## src/rtl/fp_divider_seq_if.sv

```systemverilog
// Start/done handshake and result bundle for the sequential FP divider.
// The master drives the operands and start; the slave returns the result and flags.
interface fp_divider_seq_if #(
  parameter int X = 32
);
  logic         start;
  logic [X-1:0] A;
  logic [X-1:0] B;
  logic [X-1:0] out;
  logic         busy;
  logic         done;
  logic         overflow_flag;
  logic         underflow_flag;
  logic         div_by_zero_flag;

  modport master (
    output start, A, B,
    input  out, busy, done, overflow_flag, underflow_flag, div_by_zero_flag
  );

  modport slave (
    input  start, A, B,
    output out, busy, done, overflow_flag, underflow_flag, div_by_zero_flag
  );
endinterface

```

## src/rtl/fp_divider_seq.sv

```systemverilog
// Sequential IEEE-754 divider (A / B) using a restoring mantissa divider, one quotient bit per cycle.
// Optional macro FP_DIV_ROUND_NEAREST_EN: one extra quotient bit and round-to-nearest-even (default truncates).
module fp_divider_seq #(
  parameter int X = 32
) (
  input logic             clk,
  input logic             rst_n,
  fp_divider_seq_if.slave bus
);

  localparam int EXP_BITS  = (X == 64) ? 11 : 8;
  localparam int MANT_BITS = X - EXP_BITS - 1;
  localparam int BIAS      = (1 << (EXP_BITS - 1)) - 1;
`ifdef FP_DIV_ROUND_NEAREST_EN
  localparam int N         = MANT_BITS + 3;
`else
  localparam int N         = MANT_BITS + 2;
`endif
  localparam int EW        = EXP_BITS + 2;
  localparam int RW        = MANT_BITS + 3;
  localparam int CW        = $clog2(N + 1);

  localparam logic [X-1:0] QNAN =
    {1'b0, {EXP_BITS{1'b1}}, 1'b1, {(MANT_BITS-1){1'b0}}};
  localparam logic signed [EW-1:0] EMAX = EW'((1 << EXP_BITS) - 1);

  typedef enum logic [1:0] {IDLE, SPECIAL, DIV, NORM} state_t;

  state_t                 state;
  logic                   sign_reg;
  logic signed [EW-1:0]   e_reg;
  logic [MANT_BITS:0]     mb_reg;
  logic [RW-1:0]          rem_reg;
  logic [N-1:0]           q_reg;
  logic [CW-1:0]          cnt;
  logic [X-1:0]           spec_out_reg;
  logic                   spec_dbz_reg;

  // Operand classification on the live bus, used only on the accept edge
  logic [EXP_BITS-1:0]    exp_a, exp_b;
  logic [MANT_BITS-1:0]   man_a, man_b;
  logic                   a_nan, b_nan, a_inf, b_inf, a_zero, b_zero;
  logic                   sign_in;
  logic signed [EW-1:0]   e_in;

  assign exp_a   = bus.A[X-2:MANT_BITS];
  assign exp_b   = bus.B[X-2:MANT_BITS];
  assign man_a   = bus.A[MANT_BITS-1:0];
  assign man_b   = bus.B[MANT_BITS-1:0];
  assign a_nan   = (&exp_a) & (|man_a);
  assign b_nan   = (&exp_b) & (|man_b);
  assign a_inf   = (&exp_a) & ~(|man_a);
  assign b_inf   = (&exp_b) & ~(|man_b);
  assign a_zero  = ~(|exp_a);
  assign b_zero  = ~(|exp_b);
  assign sign_in = bus.A[X-1] ^ bus.B[X-1];
  assign e_in    = EW'(exp_a) - EW'(exp_b) + EW'(BIAS);

  logic         spec_hit;
  logic         spec_dbz;
  logic [X-1:0] spec_out;

  // Priority order matters: NaN-producing cases first, then infinities, then zeros
  always_comb begin
    spec_hit = 1'b1;
    spec_dbz = 1'b0;
    spec_out = '0;
    if (a_nan | b_nan | (a_zero & b_zero) | (a_inf & b_inf)) begin
      spec_out = QNAN;
    end else if (a_inf | b_zero) begin
      spec_out = {sign_in, {EXP_BITS{1'b1}}, {MANT_BITS{1'b0}}};
      spec_dbz = b_zero & ~a_inf;
    end else if (a_zero | b_inf) begin
      spec_out = {sign_in, {(X-1){1'b0}}};
    end else begin
      spec_hit = 1'b0;
    end
  end

  logic          rem_ge;
  logic [RW-1:0] rem_diff;
  logic [RW-1:0] rem_shift;

  assign rem_ge    = rem_reg >= RW'(mb_reg);
  assign rem_diff  = rem_ge ? (rem_reg - RW'(mb_reg)) : rem_reg;
  assign rem_shift = {rem_diff[RW-2:0], 1'b0};

  logic [MANT_BITS-1:0] mant_n;
  logic signed [EW-1:0] e_n;
  logic                 norm_ovf;
  logic                 norm_unf;
  logic [X-1:0]         norm_out;
`ifdef FP_DIV_ROUND_NEAREST_EN
  logic                 guard_bit;
  logic                 sticky_bit;
  logic                 round_up;
  logic [MANT_BITS:0]   mant_sum;
`endif

  // Quotient lies in (0.5, 2): a clear top bit means one extra normalising shift
  always_comb begin
    mant_n = '0;
    e_n    = e_reg;
`ifdef FP_DIV_ROUND_NEAREST_EN
    guard_bit  = 1'b0;
    sticky_bit = 1'b0;
    round_up   = 1'b0;
    mant_sum   = '0;
`endif
    if (q_reg[N-1]) begin
      mant_n = q_reg[N-2 -: MANT_BITS];
`ifdef FP_DIV_ROUND_NEAREST_EN
      guard_bit  = q_reg[1];
      sticky_bit = q_reg[0] | (|rem_reg);
`endif
    end else begin
      mant_n = q_reg[N-3 -: MANT_BITS];
      e_n    = e_reg - EW'(1);
`ifdef FP_DIV_ROUND_NEAREST_EN
      guard_bit  = q_reg[0];
      sticky_bit = |rem_reg;
`endif
    end
`ifdef FP_DIV_ROUND_NEAREST_EN
    round_up = guard_bit & (sticky_bit | mant_n[0]);
    mant_sum = {1'b0, mant_n} + (MANT_BITS+1)'(round_up);
    mant_n   = mant_sum[MANT_BITS-1:0];
    if (mant_sum[MANT_BITS]) begin
      e_n = e_n + EW'(1);
    end
`endif
    norm_ovf = 1'b0;
    norm_unf = 1'b0;
    if (e_n >= EMAX) begin
      norm_ovf = 1'b1;
      norm_out = {sign_reg, {EXP_BITS{1'b1}}, {MANT_BITS{1'b0}}};
    end else if (e_n[EW-1] || (e_n == '0)) begin
      norm_unf = 1'b1;
      norm_out = {sign_reg, {(X-1){1'b0}}};
    end else begin
      norm_out = {sign_reg, e_n[EXP_BITS-1:0], mant_n};
    end
  end

  always_ff @(posedge clk or negedge rst_n) begin
    if (!rst_n) begin
      state                <= IDLE;
      sign_reg             <= 1'b0;
      e_reg                <= '0;
      mb_reg               <= '0;
      rem_reg              <= '0;
      q_reg                <= '0;
      cnt                  <= '0;
      spec_out_reg         <= '0;
      spec_dbz_reg         <= 1'b0;
      bus.out              <= '0;
      bus.busy             <= 1'b0;
      bus.done             <= 1'b0;
      bus.overflow_flag    <= 1'b0;
      bus.underflow_flag   <= 1'b0;
      bus.div_by_zero_flag <= 1'b0;
    end else begin
      bus.done <= 1'b0;
      case (state)
        IDLE: begin
          if (bus.start) begin
            bus.busy <= 1'b1;
            sign_reg <= sign_in;
            if (spec_hit) begin
              spec_out_reg <= spec_out;
              spec_dbz_reg <= spec_dbz;
              state        <= SPECIAL;
            end else begin
              e_reg   <= e_in;
              mb_reg  <= {1'b1, man_b};
              rem_reg <= RW'({1'b1, man_a});
              q_reg   <= '0;
              cnt     <= CW'(N - 1);
              state   <= DIV;
            end
          end
        end
        SPECIAL: begin
          bus.out              <= spec_out_reg;
          bus.overflow_flag    <= 1'b0;
          bus.underflow_flag   <= 1'b0;
          bus.div_by_zero_flag <= spec_dbz_reg;
          bus.done             <= 1'b1;
          bus.busy             <= 1'b0;
          state                <= IDLE;
        end
        DIV: begin
          q_reg   <= {q_reg[N-2:0], rem_ge};
          rem_reg <= rem_shift;
          if (cnt == '0) begin
            state <= NORM;
          end else begin
            cnt <= cnt - CW'(1);
          end
        end
        NORM: begin
          bus.out              <= norm_out;
          bus.overflow_flag    <= norm_ovf;
          bus.underflow_flag   <= norm_unf;
          bus.div_by_zero_flag <= 1'b0;
          bus.done             <= 1'b1;
          bus.busy             <= 1'b0;
          state                <= IDLE;
        end
        default: state <= IDLE;
      endcase
    end
  end

endmodule
```

## src/flat_wrapper.sv

```systemverilog
// flat-port wrapper written by rule: the top's interface ports become plain ports
module fp_divider_seq_flat 
#(
  parameter int X = 32
)
  (clk, rst_n, bus_start, bus_A, bus_B, bus_out, bus_busy, bus_done, bus_overflow_flag, bus_underflow_flag, bus_div_by_zero_flag);
  fp_divider_seq_if #(.X(X)) bus_i ();
  input logic clk;
  input logic rst_n;
  input wire logic [$bits(bus_i.start)-1:0] bus_start;
  input wire logic [$bits(bus_i.A)-1:0] bus_A;
  input wire logic [$bits(bus_i.B)-1:0] bus_B;
  output wire logic [$bits(bus_i.out)-1:0] bus_out;
  output wire logic [$bits(bus_i.busy)-1:0] bus_busy;
  output wire logic [$bits(bus_i.done)-1:0] bus_done;
  output wire logic [$bits(bus_i.overflow_flag)-1:0] bus_overflow_flag;
  output wire logic [$bits(bus_i.underflow_flag)-1:0] bus_underflow_flag;
  output wire logic [$bits(bus_i.div_by_zero_flag)-1:0] bus_div_by_zero_flag;
  assign bus_i.start = bus_start;
  assign bus_i.A = bus_A;
  assign bus_i.B = bus_B;
  assign bus_out = bus_i.out;
  assign bus_busy = bus_i.busy;
  assign bus_done = bus_i.done;
  assign bus_overflow_flag = bus_i.overflow_flag;
  assign bus_underflow_flag = bus_i.underflow_flag;
  assign bus_div_by_zero_flag = bus_i.div_by_zero_flag;
  fp_divider_seq #(.X(X)) u_core (.clk(clk), .rst_n(rst_n), .bus(bus_i));
endmodule
```

## config.mk

```make
export PLATFORM = sky130hd
export DESIGN_NAME = fp_divider_seq_flat
export DESIGN_NICKNAME = d
export VERILOG_FILES = /design/src/rtl/fp_divider_seq_if.sv /design/src/rtl/fp_divider_seq.sv /design/src/flat_wrapper.sv
export SDC_FILE = /design/constraint.sdc
export NUM_CORES = 1
export LEC_CHECK = 0
export BUFFER_PORTS_ARGS = -buffer_cell sky130_fd_sc_hd__buf_2
export CELL_PAD_IN_SITES_DETAIL_PLACEMENT = 1
export CELL_PAD_IN_SITES_GLOBAL_PLACEMENT = 2
export CORE_MARGIN = 2
export CORE_UTILIZATION = 29
export DETAILED_ROUTE_END_ITERATION = 10
export GPL_TIMING_DRIVEN = 0
export PLACE_DENSITY_LB_ADDON = 0.1
export REMOVE_ABC_BUFFERS = 1
export SYNTH_ARGS = -nofsm -noshare
export SYNTH_HDL_FRONTEND = slang
export SYNTH_SLANG_ARGS = --single-unit
```

## constraint.sdc

```tcl
create_clock -name clk -period 2.75 [get_ports clk]
set_input_delay 0.275 -clock clk [delete_from_list [all_inputs] [get_ports clk]]
set_output_delay 0.275 -clock clk [all_outputs]
set_load 0.005 [all_outputs]
```

==> impl_metrics.py <==
metrics = {
    "place": {
        "dp_hpwl_um": 16800,
        "portBuffers": 103,
        "place.gp.congestion": 0.763,
        "placed_cells": 1255,
    },
    "cells_and_area": {
        "nFillCells": 3100,
        "final_cells": 1322,
        "diodes": 0,
        "multi_input_area_mm2": 0.00447,
        "largest_reg_flops": 32,
        "area_delta_synth_final_pct": 25.5,
        "regArea_mm2": 0.00336,
        "final_nets": 1073,
        "final_util_pct": 37.1,
        "drive_gt1_share_pct": 25.9,
    },
    "synthesis": {
        "synth.distinct_cells": 71,
        "synth_area_mm2": 0.00800,
        "synth_area_leaders": "dfrtp_1 (42%), ha_1 (5.6%), mux2i_1 (4.8%), o21ai_0 (3.7%), inv_1 (3.7%)",
        "ys_async_sr_fraction_pct": 100,
        "yosys_warnings": 0,
        "ys_seq_elements": 134,
        "ys_seq_area_share_pct": 41.9,
        "synthCells": 848,
        "synth_edf_count": 0,
        "synth_largest_area_cell": "dfrtp_1",
        "synth_top_area_share_pct": 41.9,
        "synth-main-ff-cell": "dfrtp_1",
        "yosys-top-cells-count": "dfrtp_1 (134), inv_1 (78), nand2_1 (77)",
        "syn_avg_cell_area_um2": 9.43,
        "yosysMostFrequentCell": "dfrtp_1",
    },
    "worst_setup_path": {
        "r2r.worst_path.cells": 9,
        "rr_endpoint": "u_core.bus.out[21]$_DFFE_PN0N_",
        "critical_path_class": "reg -> reg",
        "crit_path_frequent_cell": "or4_4",
        "crit_path_max_incr_delay_ns": 0.57,
        "crit_slowest_cell": "or4_4",
        "required_ns": 3.03,
        "reg2reg_from": "u_core.e_reg[4]$_DFFE_PN0P_",
        "start_kind": "register",
        "end_kind": "register",
        "path_cells": "or4_4, or3_4, and2_4, or4_4, o21a_4, nor3_4, buf_6, nand3b_4, o22ai_2",
        "path_max_fanout": 6,
        "arrival_ns": 3.18,
        "reg2reg_slack_ns": -0.15,
    },
    "clock_network": {
        "cts.sink_count": 134,
        "cts_max_level": 4,
        "cts-root-buf": "clkbuf_16",
        "tritoncts": "done",
        "cts.clk_slew.worst_paths_ns": 0.07,
        "cts_buffers": 17,
        "cts_buffer_depth": 2,
        "clk_latency_ns": 0.44,
    },
    "timing": {
        "fin_ws_ns": -0.147,
        "period_minus_slack_ns": 2.90,
        "final-max-slew-violation-count": 0,
        "tightest_slew_ns": 0.845,
        "setup_viol": 32,
        "slew_headroom_pct": 43.6,
        "hold_violations": 0,
        "skew_ns": 0.0199,
        "timing.fmax_ghz": 0.345,
        "rsz0062_at_grt": "true",
        "fin_crit_sh_pct": 105,
    },
    "global_routing": {
        "grt_pass1_vias": 7176,
        "grt_max_degree": 78,
        "grt_overflow": 0,
        "grt.total_usage_pct": 18.0,
        "antenna_found_initial": 0,
        "grt_pass1_wl_um": 40300,
    },
    "floorplan": {
        "placementRows": 60,
        "die_h_um": 170,
        "start_util_pct": 29.6,
        "fp.coreArea_mm2": 0.0270,
        "die_w_um": 170,
        "ioPinCount": 104,
        "die_area_mm2": 0.0289,
    },
    "pwr": {
        "p_leak_nw": 4.55,
        "total_power_mw": 14.2,
        "power_density_mw_per_mm2": 1420,
        "peakVddDrop_mv": 0.485,
    },
    "outcome": {
        "violations": "setup timing",
        "run_status": "complete, but fails checks",
    },
    "run": {
        "drv_cap": 0,
    },
    "route": {
        "drt.antenna.violating_nets": 0,
        "finalWirelength_um": 25200,
        "vias_per_cell": 5.14,
        "drt_iter0_drc": 322,
        "dr.pass1.iters": 4,
        "detail_route.wl_per_cell_um": 19.1,
        "drc": 0,
        "num_vias": 6796,
    },
    "hold_path": {
        "whs_endpoint": "u_core.mb_reg[6]$_DFFE_PN0P_",
        "hold_path_depth": 3,
        "hp-start": "bus_B[6]",
        "hold_path.class": "in -> reg",
    },
}
## cell families after synthesis
logic type	share of synthesized area (%)
AO/OA/AOI/OAI	21.6
AND/OR/NAND/NOR	14.6
flip-flops	41.9
buffers and inverters	6.20
XOR/XNOR	4.49
multiplexers	5.04
adder cells (fa/ha/maj)	6.13
## routing by layer
metal  wire [um]  GRT usage (%)  vias up
met2       12200           30.4      103
met4         519           5.87        0
met5           0              0        -
met1       11800           23.4     3361
met3         635           2.77       26
li1            -              -     3306
## final cells by class
class,count,area share (%)
multi-input cells,600,44.5
flip-flops and latches,134,33.5
repair buffers,136,8.89
well taps,341,4.25
clock buffers,17,4.24
inverters,79,3.08
clock inverters,15,1.55
## cell usage in the layout (no fill, tap or decap), types with 4 or more instances in the layout
cell type and n:
o21ai_1 8, buf_4 20, xnor2_1 26, or3_1 4, xor2_1 15, nor4_1 14, inv_8 5, clkbuf_16 17
or4_1 4, a21oi_1 45, dfrtp_1 131, nand3_1 15, nor2_1 39, nand2_1 76, o21ai_0 49, a21oi_2 4
or2_2 8, nor3_1 15, buf_6 7, a22o_1 26, inv_6 4, mux2i_1 37, nand4_1 13, and3_1 8
o21bai_1 6, ha_1 33, o21a_1 4, nand2b_1 4, a21o_1 9, a31oi_1 8, buf_2 102, inv_1 77
nor2b_1 8, o22a_1 5, o22ai_1 12, o22ai_2 21, a211oi_1 5
## critical path: cells and delay by family (launching register included)
family,cells,cell delay [ns]
buffers and inverters,1,0.15
DFF,1,0.38
and+or+nand+nor,6,1.95
AOI/OAI and AO/OA,2,0.26
## report_power, final
part / internal (mW) / leakage [nW] / total (mW) / switching (mW)
Sequential: 2.90 / 1.63 / 3.62 / 0.715
Clock: 1.21 / 0.276 / 2.29 / 1.08
Combinational: 3.85 / 2.65 / 8.33 / 4.47
Total: 7.97 / 4.55 / 14.2 / 6.27
## stage by stage
step,hold WS [ns],TNS (ns),area [um2],setup slack [ns]
after floorplan,-0.0206,-75.34,7800,-1.43
after global placement,0.437,-414.98,8740,-4.98
after detailed placement,0.307,-121.15,8860,-2.83
after CTS,0.0468,-2.65,9830,-0.134
after global routing,0.0606,-6.07,10000,-0.220
final,0.0567,-3.10,10000,-0.147
## how the worst max path moves through the flow
stage,slack [ns],start,to
after floorplan,-1.43,u_core.state[0]$_DFFE_PN0P_,u_core.rem_reg[22]$_DFFE_PN0P_
final,-0.15,u_core.e_reg[4]$_DFFE_PN0P_,u_core.bus.out[21]$_DFFE_PN0N_
after global routing,-0.22,u_core.e_reg[4]$_DFFE_PN0P_,u_core.bus.out[0]$_DFFE_PN0N_
after detailed placement,-2.83,bus_B[30],u_core.rem_reg[2]$_DFFE_PN0P_
after global placement,-4.98,u_core.state[0]$_DFFE_PN0P_,u_core.rem_reg[22]$_DFFE_PN0P_
after CTS,-0.13,u_core.q_reg[24]$_DFFE_PN0P_,u_core.bus.out[21]$_DFFE_PN0N_
## what timing repair did
item / 4_1_cts / 5_1_grt
gates resized for setup: 38 / 35
setup buffers: 18 / 10
pin swaps: 25 / 17
hold buffers: 1 / 0
endpoints found under the setup margin: 91 / 57
hold endpoints to repair: 57 / 0
cloned: 5 / 1
(Power assumes the default switching activity.)
